<file path="src/rtl/sram_ctrl_pkg.sv">
// Shared types and sizing for the 1rw OpenRAM macro controller.
// Default geometry matches sram_*_1rw_freepdk45 (150b x 512).
package sram_ctrl_pkg;

  localparam int SRAM_DATA_WIDTH = 150;
  localparam int SRAM_ADDR_WIDTH = 9;
  localparam int SRAM_RSP_DEPTH  = 4;
  localparam int SRAM_CRED_W     = $clog2(SRAM_RSP_DEPTH + 1);

  typedef struct packed {
    logic                       we;
    logic [SRAM_ADDR_WIDTH-1:0] addr;
    logic [SRAM_DATA_WIDTH-1:0] wdata;
  } sram_req_t;

  function automatic int cred_w(input int depth);
    return $clog2(depth + 1);
  endfunction

endpackage

</file>
<file path="src/rtl/sram_rsp_fifo.sv">
// Response FIFO for read data returning from the macro.
// Head data reads as zero while empty.
module sram_rsp_fifo
  import sram_ctrl_pkg::*;
#(
  parameter int W     = SRAM_DATA_WIDTH,
  parameter int DEPTH = SRAM_RSP_DEPTH,
  parameter int CW    = cred_w(DEPTH)
) (
  input  logic          clk,
  input  logic          rst_n,
  input  logic          push,
  input  logic [W-1:0]  wdata,
  input  logic          pop,
  output logic [W-1:0]  rdata,
  output logic          full,
  output logic          empty,
  output logic [CW-1:0] count
);

  localparam int PW = (DEPTH > 1) ? $clog2(DEPTH) : 1;

  logic [W-1:0]  mem [DEPTH];
  logic [PW-1:0] wptr;
  logic [PW-1:0] rptr;
  logic          do_push;
  logic          do_pop;

  function automatic logic [PW-1:0] nxt(input logic [PW-1:0] p);
    return (p == PW'(DEPTH - 1)) ? '0 : p + 1'b1;
  endfunction

  assign full    = (count == CW'(DEPTH));
  assign empty   = (count == '0);
  assign do_pop  = pop && !empty;
  assign do_push = push && (!full || do_pop);
  assign rdata   = empty ? '0 : mem[rptr];

  always_ff @(posedge clk) begin
    if (do_push) mem[wptr] <= wdata;
  end

  always_ff @(posedge clk or negedge rst_n) begin
    if (!rst_n) begin
      wptr  <= '0;
      rptr  <= '0;
      count <= '0;
    end else begin
      if (do_push) wptr <= nxt(wptr);
      if (do_pop)  rptr <= nxt(rptr);
      unique case ({do_push, do_pop})
        2'b10:   count <= count + 1'b1;
        2'b01:   count <= count - 1'b1;
        default: count <= count;
      endcase
    end
  end

endmodule

</file>
<file path="src/rtl/sram_1rw_ctrl.sv">
// Initiator-side controller for a single-port 1rw OpenRAM macro.
// Registered macro pins, 2-stage read pipe, credit-protected responses.
module sram_1rw_ctrl
  import sram_ctrl_pkg::*;
#(
  parameter int DATA_WIDTH = SRAM_DATA_WIDTH,
  parameter int ADDR_WIDTH = SRAM_ADDR_WIDTH,
  parameter int RSP_DEPTH  = SRAM_RSP_DEPTH
) (
  input  logic                  clk,
  input  logic                  rst_n,
  input  logic                  req_valid,
  output logic                  req_ready,
  input  logic                  req_we,
  input  logic [ADDR_WIDTH-1:0] req_addr,
  input  logic [DATA_WIDTH-1:0] req_wdata,
  output logic                  rsp_valid,
  input  logic                  rsp_ready,
  output logic [DATA_WIDTH-1:0] rsp_rdata,
  output logic                  sram_csb0,
  output logic                  sram_web0,
  output logic [ADDR_WIDTH-1:0] sram_addr0,
  output logic [DATA_WIDTH-1:0] sram_din0,
  input  logic [DATA_WIDTH-1:0] sram_dout0,
  output logic                  busy
);

  localparam int CW = cred_w(RSP_DEPTH);

  logic          acc;
  logic          rd_s1;
  logic          rd_s2;
  logic          f_full;
  logic          f_empty;
  logic [CW-1:0] f_cnt;
  logic [CW:0]   used;
  logic          credit_ok;

  // Reads in the pipe already own a FIFO slot.
  assign used = (CW+1)'(f_cnt)
              + (CW+1)'(rd_s1)
              + (CW+1)'(rd_s2);

  assign credit_ok = !f_full && (used < (CW+1)'(RSP_DEPTH));
  assign req_ready = rst_n && (req_we || credit_ok);
  assign acc       = req_valid && req_ready;
  assign busy      = rd_s1 | rd_s2 | !f_empty;

  always_ff @(posedge clk or negedge rst_n) begin
    if (!rst_n) begin
      sram_csb0  <= 1'b1;
      sram_web0  <= 1'b1;
      sram_addr0 <= '0;
      sram_din0  <= '0;
      rd_s1      <= 1'b0;
      rd_s2      <= 1'b0;
    end else begin
      sram_csb0 <= !acc;
      sram_web0 <= !(acc && req_we);
      if (acc) sram_addr0 <= req_addr;
      if (acc && req_we) sram_din0 <= req_wdata;
      rd_s1 <= acc && !req_we;
      rd_s2 <= rd_s1;
    end
  end

  sram_rsp_fifo #(
    .W     (DATA_WIDTH),
    .DEPTH (RSP_DEPTH),
    .CW    (CW)
  ) u_fifo (
    .clk   (clk),
    .rst_n (rst_n),
    .push  (rd_s2),
    .wdata (sram_dout0),
    .pop   (rsp_valid && rsp_ready),
    .rdata (rsp_rdata),
    .full  (f_full),
    .empty (f_empty),
    .count (f_cnt)
  );

  assign rsp_valid = !f_empty;

endmodule

</file>
<file path="config.mk">
export PLATFORM = sky130hd
export DESIGN_NAME = sram_1rw_ctrl
export DESIGN_NICKNAME = d
export VERILOG_FILES = /design/src/rtl/sram_ctrl_pkg.sv /design/src/rtl/sram_rsp_fifo.sv /design/src/rtl/sram_1rw_ctrl.sv
export SDC_FILE = /design/constraint.sdc
export NUM_CORES = 1
export LEC_CHECK = 0
export ABC_CLOCK_PERIOD_IN_PS = 12090
export CAP_MARGIN = 20
export CELL_PAD_IN_SITES_DETAIL_PLACEMENT = 0
export CELL_PAD_IN_SITES_GLOBAL_PLACEMENT = 1
export CORE_AREA = 2 2 250 252
export CTS_BUF_LIST = sky130_fd_sc_hd__clkbuf_8
export DETAILED_ROUTE_END_ITERATION = 6
export DIE_AREA = 0 0 252 254
export GPL_TIMING_DRIVEN = 0
export PLACE_DENSITY_LB_ADDON = 0.1
export SLEW_MARGIN = 20
export SYNTH_ARGS = -nofsm -noshare
export SYNTH_HDL_FRONTEND = slang
export SYNTH_SLANG_ARGS = --single-unit
export TNS_END_PERCENT = 30
</file>
<file path="constraint.sdc">
create_clock -name clk -period 12.09 [get_ports clk]
set_input_delay 3.0225 -clock clk [delete_from_list [all_inputs] [get_ports clk]]
set_output_delay 3.0225 -clock clk [all_outputs]
set_load 0.01 [all_outputs]
</file>
# ---- Word level (Yosys, flattened, before mapping)
# Memory sizes are Yosys's and may differ from the RTL's.
# Cells that the tools add are included.
dict set report classes {
  n_reduce_logical 17
  eq_ne 5
  n_bitwise 2
  n_mux 6
  n_lt_le_gt_ge 1
  addsub 6
}
# op n
set ops {}
lappend ops {{2-to-1 mux 150 bit} 1}
lappend ops {{logical AND 1 bit} 8}
lappend ops {{equality test 2 bit (second input constant)} 3}
lappend ops {{case mux 3 bit (2 select lines)} 1}
lappend ops {{zero test 1 bit} 5}
lappend ops {{adder 2 x 1 -> 2 bit (second input constant)} 2}
lappend ops {{adder 3 x 1 -> 4 bit} 1}
lappend ops {{adder 4 x 1 -> 4 bit} 1}
lappend ops {{less-than comparator 4 x 3 -> 1 bit (second input constant)} 1}
lappend ops {{2-to-1 mux 2 bit} 2}
lappend ops {{adder 3 x 1 -> 3 bit (second input constant)} 1}
lappend ops {{equality test 3 bit (second input constant)} 1}
lappend ops {{zero test 3 bit} 1}
lappend ops {{subtractor 3 x 1 -> 3 bit (second input constant)} 1}
lappend ops {{equality test 2 x 1 -> 1 bit (second input constant)} 1}
lappend ops {{logical OR 1 bit} 2}
lappend ops {{2-to-1 mux 1 bit} 2}
lappend ops {{bitwise OR 1 bit} 2}
lappend ops {{nonzero test 2 bit} 1}
dict set report word_totals {
  ramBits 600
  memories 1
  reg_bits 170
}
# name depth word_bits read_ports rd_clocked_by_memory_dff wr line
set mem_list {}
lappend mem_list {u_fifo.mem 4 150 1 0 1 sram_rsp_fifo.sv:23} ;# logic [W-1:0] mem [DEPTH];

# ---- Longest topological paths before layout
dict set report depth {
  ltp_word 9
  depth_mapped 9
  mapped_depth_nobuf 9
}

# ---- By module
# From an unflattened synthesis, not the netlist that was laid out.
dict set report hier_totals {
  cells_unflattened 1342
  area_unflattened_um2 29168.0
}
# module n_inst seq_area_each_um2 cells_per_inst area_each_um2
set by_module_without_submodules {}
lappend by_module_without_submodules {sram_rsp_fifo 1 18192.4 990 23074.6}
lappend by_module_without_submodules {sram_1rw_ctrl 1 4081.4 352 6093.3}

# ---- Least setup slack after synthesis
# No wires, ideal clock.
dict set report synth_timing {
  kind {in2reg}
  from {input port rsp_ready}
  to {memory u_fifo.mem[0][0] (netlist name), enable pin}
  setup_ps 528
  stages 2
  path_buffers 0
  arrival_ps 6713
  slack_ps 4849
  cell_sequence {o41a_1 -> and2_1}
}
dict set report synth_via {
  elab_chain_len 6
}
# element line
set synth_rtl {}
lappend synth_rtl {{from (decl)} sram_1rw_ctrl.sv:18} ;# input logic rsp_ready,
lappend synth_rtl {{logical AND 1 bit} sram_1rw_ctrl.sv:76} ;# .pop (rsp_valid && rsp_ready),
lappend synth_rtl {{logical AND 1 bit} sram_rsp_fifo.sv:35} ;# assign do_pop = pop && !empty;
lappend synth_rtl {{logical OR 1 bit} sram_rsp_fifo.sv:36} ;# assign do_push = push && (!full || do_pop);
lappend synth_rtl {{logical AND 1 bit} sram_rsp_fifo.sv:36}
lappend synth_rtl {{2-to-1 mux 1 bit} sram_rsp_fifo.sv:40} ;# if (do_push) mem[wptr] <= wdata;
lappend synth_rtl {{2-to-1 mux 1 bit (not written as such)} sram_rsp_fifo.sv:40}
lappend synth_rtl {{to (decl)} sram_rsp_fifo.sv:23}
# No other way between the ends.

# ---- Worst setup path in the final report
dict set report layout_timing {
  from {input port rst_n}
  to {output port req_ready}
}
dict set report layout_via {
  elab_chain_len 1
}
# element line
set layout_rtl {}
lappend layout_rtl {{from (decl)} sram_1rw_ctrl.sv:11} ;# input logic rst_n,
lappend layout_rtl {{logical AND 1 bit} sram_1rw_ctrl.sv:45} ;# assign req_ready = rst_n && (req_we || credit_ok);
lappend layout_rtl {{to (decl)} sram_1rw_ctrl.sv:13} ;# output logic req_ready,
# No other way between the ends.

==> summary.md <==
| Metric | Value |
|---|---|
| Initial core utilization | 0.475 |
| CP max stage cell | clkdlybuf4s50_1 |
| Crit. End Element | output port |
| Max Slew Vio Count | 0 |
| Netlist Area Pre-Place | 29100 um^2 |
| Mux cell area share after synthesis | 0.179 |
| Main synth FF type | edfxtp_1 |
| Die Ht | between 200 and 300 um |
| Final WS setup | 4.73 ns |
| Worst Path Max Fanout | slightly above 80 |
| Crit-path leading delay family | buffers and inverters |
| Area contributors post-synth | edfxtp_1 (62%), dfrtp_1 (14%), mux4_2 (12%) |
| Wire length of the first global-routing pass | ~110000 um |
| Worst path max stage delay | a little under 0.6 ns |
| Cells after Synth | 1338 |
| # IOs | 628 |
| Hold EP | rd_s2 |
| Row cnt | between 90 and 100 |
| Largest area contributor in the netlist | edfxtp_1 |
| Post-synth top area share | 0.619 |
| Nets | approximately 2400 |
| Final hold vios | 0 |
| Worst-path clk slew | roughly 0.06 ns |
| Number of gates resized after CTS | 0 |
| Routed vias/inst | roughly 5.2 |
| Worst hold slack | 0.380 ns |
| Status | completed |
| Crit share post-route | 0.609 |
| Startpoint types | input port |
| Max_slew headroom | 0.292 |
| Synth cell types | 25 |
| Synth Net Count | 1660 |
| Post-Synth Adder-Cell Area | 0.00369 |
| Synth Area in XOR/XNOR | 0.000902 |
| H-tree depth | 4 |
| WL/cell | between 20 and 30 um |
| Simple-Gate Fraction of Synth Area | 0.0350 |
| CTS tree | yes |
| Final HPWL DP | 53200 um |
| Initial antenna violation count | 26 |
| Pin count of the biggest net entering global routing | between 90 and 100 |
| CP cell instances | buf_8, o21a_1, clkdlybuf4s50_1 |
| Average size of a mapped cell | about 22 um^2 |
| Worst-Skew Late Latency | about 0.77 ns |
| DP Worst Slack | 4.69 ns |
| Clock Root Buffer | clkbuf_8 |
| Area delta synth->final | 34.5% |
| Placer Congestion | around 0.82 |
| Post-CTS Hold Buffers | 0 |
| Buffers and inverters on the worst path | 2 |
| Reg2Reg Launch Point | u_fifo.count[2] |
| # DRC | 0 |
| Max Buffers Root-to-Sink | 3 |
| Worst VDD drop | 0.147 mV |
| Hold Crit Class | flip-flop to flip-flop |
| YS warnings | 0 |
| TritonRoute pass-1 iters | 4 |
| Ratio of cells with drive above 1 in the final layout | 0.244 |
| Asr flop ratio synth | 0.221 |
| Req. time, crit path | between 9 and 10 ns |
| TNS Setup | 0 ns |
| Reg2Reg Setup Slack | ~9.6 ns |
| Post-synth EDFFs | 600 |
| Worst Path Arrival | 4.34 ns |
| TritonCTS Buffers | ~130 |
| Vias in the first global route | ~16000 |
| Post-synthesis register bit count | 770 |
| Post-synthesis sequential area ratio | 0.765 |
| Layout fillers | about 4300 |
| Skew final | between 0.02 and 0.03 ns |
| Clk sinks | 770 |
| Worst Hold Launch | rd_s1 |
| Max Clock Freq | 136 MHz |
| CP Class | input port to output port |
| R2R cell count | 5 |
| Reg-to-Reg End | u_fifo.mem[1][46] |
| Final Setup Violations | 0 |
| Post-route ant nets | 0 |
| Slew @ Worst Pin | roughly 1.1 ns |
| Port-buffer cells | about 630 |
| Fin crit period | 7.36 ns |
| Largest family of logic cells by synthesized area | multiplexers |
| Total Wirelength | between 70000 and 80000 um |
| Drt initial violations | 884 |
| Pwr per Cell Area | 206 nW/um^2 |
| Chip Width | 252 um |
| Core region area | between 60000 and 70000 um^2 |
| Synth Area in Compound Gates | 0.00198 |
| CP Launch Point | rst_n |
| Static leakage | about 14 nW |
| Global route overflow | 0 |
| MaxCap Viol Count | 0 |
| Vias | 15600 |
| Setup Buffers After CTS | 0 |
| Unrepaired setup endpoints after global routing | no |
| WHS Path Cells | 0 |
| Total GRT Usage | 0.235 |
| Die ar. | around 64000 um^2 |
==> sequential cells by signal, summed over array words and instances (netlist names) <==
name	cells
rd_s1	1
u_fifo.wptr	2
sram_web0	1
sram_csb0	1
u_fifo.mem	600
rd_s2	1
u_fifo.rptr	2
sram_din0	150
sram_addr0	9
u_fifo.count	3
==> per-layer routing <==
layer,global-route usage,vias up,part of all wire
met5,0,-,0.0025
met1,0.278,8025,0.38
li1,-,6887,-
met4,0.0820,26,0.021
met3,0.0969,127,0.085
met2,0.390,501,0.52
==> cells in the mapped netlist (2+ instances only) <==
cell	instances
clkbuf_1	23
or3_1	2
mux2_2	163
and2_1	156
nor2_1	3
buf_6	10
dfrtp_1	168
mux4_2	150
dfstp_2	2
xnor2_1	2
edfxtp_1	600
buf_4	9
buf_2	25
ha_1	7
o21a_1	2
inv_1	7
==> cells by family after synthesis <==
| kind of cell | Yosys count |
|---|---|
| and+or+nand+nor | 164 |
| adders and majority gates | 8 |
| xor gates and xnor gates | 3 |
| DFF | 770 |
| muxes | 314 |
| buffers and inverters | 74 |
| AOI/OAI and AO/OA | 5 |
==> worst max-delay path by stage <==
stage / cells past startpoint / endpoint / slack (ns)
after detailed placement: 3 / req_ready / 4.69
after global placement: 3 / req_ready / -1.23
after floorplan: 2 / u_fifo.mem[0][0] / 4.85
after CTS: 3 / req_ready / 4.69
final: 3 / req_ready / 4.73
after global routing: 3 / req_ready / 4.62
==> per-stage QoR <==
stage,total power [mW],area [um^2],std cells,utilization
after floorplan,4.59,29100,1338,-
after global placement,6.07,36400,2755,0.594
after detailed placement,6.08,36800,2771,0.601
after CTS,8.21,39200,3001,0.639
after global routing,8.46,39200,3007,0.640
final,8.08,39200,3010,0.640
==> where the power goes <==
group	leakage (nW)	internal, mW	switching (mW)	total (mW)
clock network	1.38	1.09	1.01	2.10
registers	7.42	3.06	0.0792	3.14
logic	4.99	1.58	1.26	2.84
==> area by class of cell <==
type | count | area, um^2 | area share
multi-input combinational | 494 | 6440 | 0.164
buffer | 67 | 392 | 0.00999
sequential | 770 | 22300 | 0.568
tap | 790 | 988 | 0.0252
antenna | 9 | 22.5 | 0.000575
clock inverter | 87 | 378 | 0.00964
timing repair buffer | 643 | 6690 | 0.171
clock buffer | 143 | 1970 | 0.0502
inverter | 7 | 26.3 | 0.000671
==> worst reg2reg max path, cell delays in order, from the launching register on <==
cell	delay, ns
dfrtp_1	0.40
inv_1	0.11
o41a_1	0.32
and2_4	0.65
buf_16	0.34
buf_12	0.30
==> layout by cell type, fill, tap and decap left out, drive strengths merged, types with 3 or more instances in the layout <==
cell type      netlist  routed
and2               156     156
clkinv               0      30
inv                  7      62
buf                 44      61
dfrtp              168     168
diode                0       9
edfxtp             600     600
ha                   7       7
clkdlybuf4s50        0     626
clkbuf              23     166
mux2               163     163
mux4               150     150
nor2                 3       3
Power figures use the tool's default switching activity.
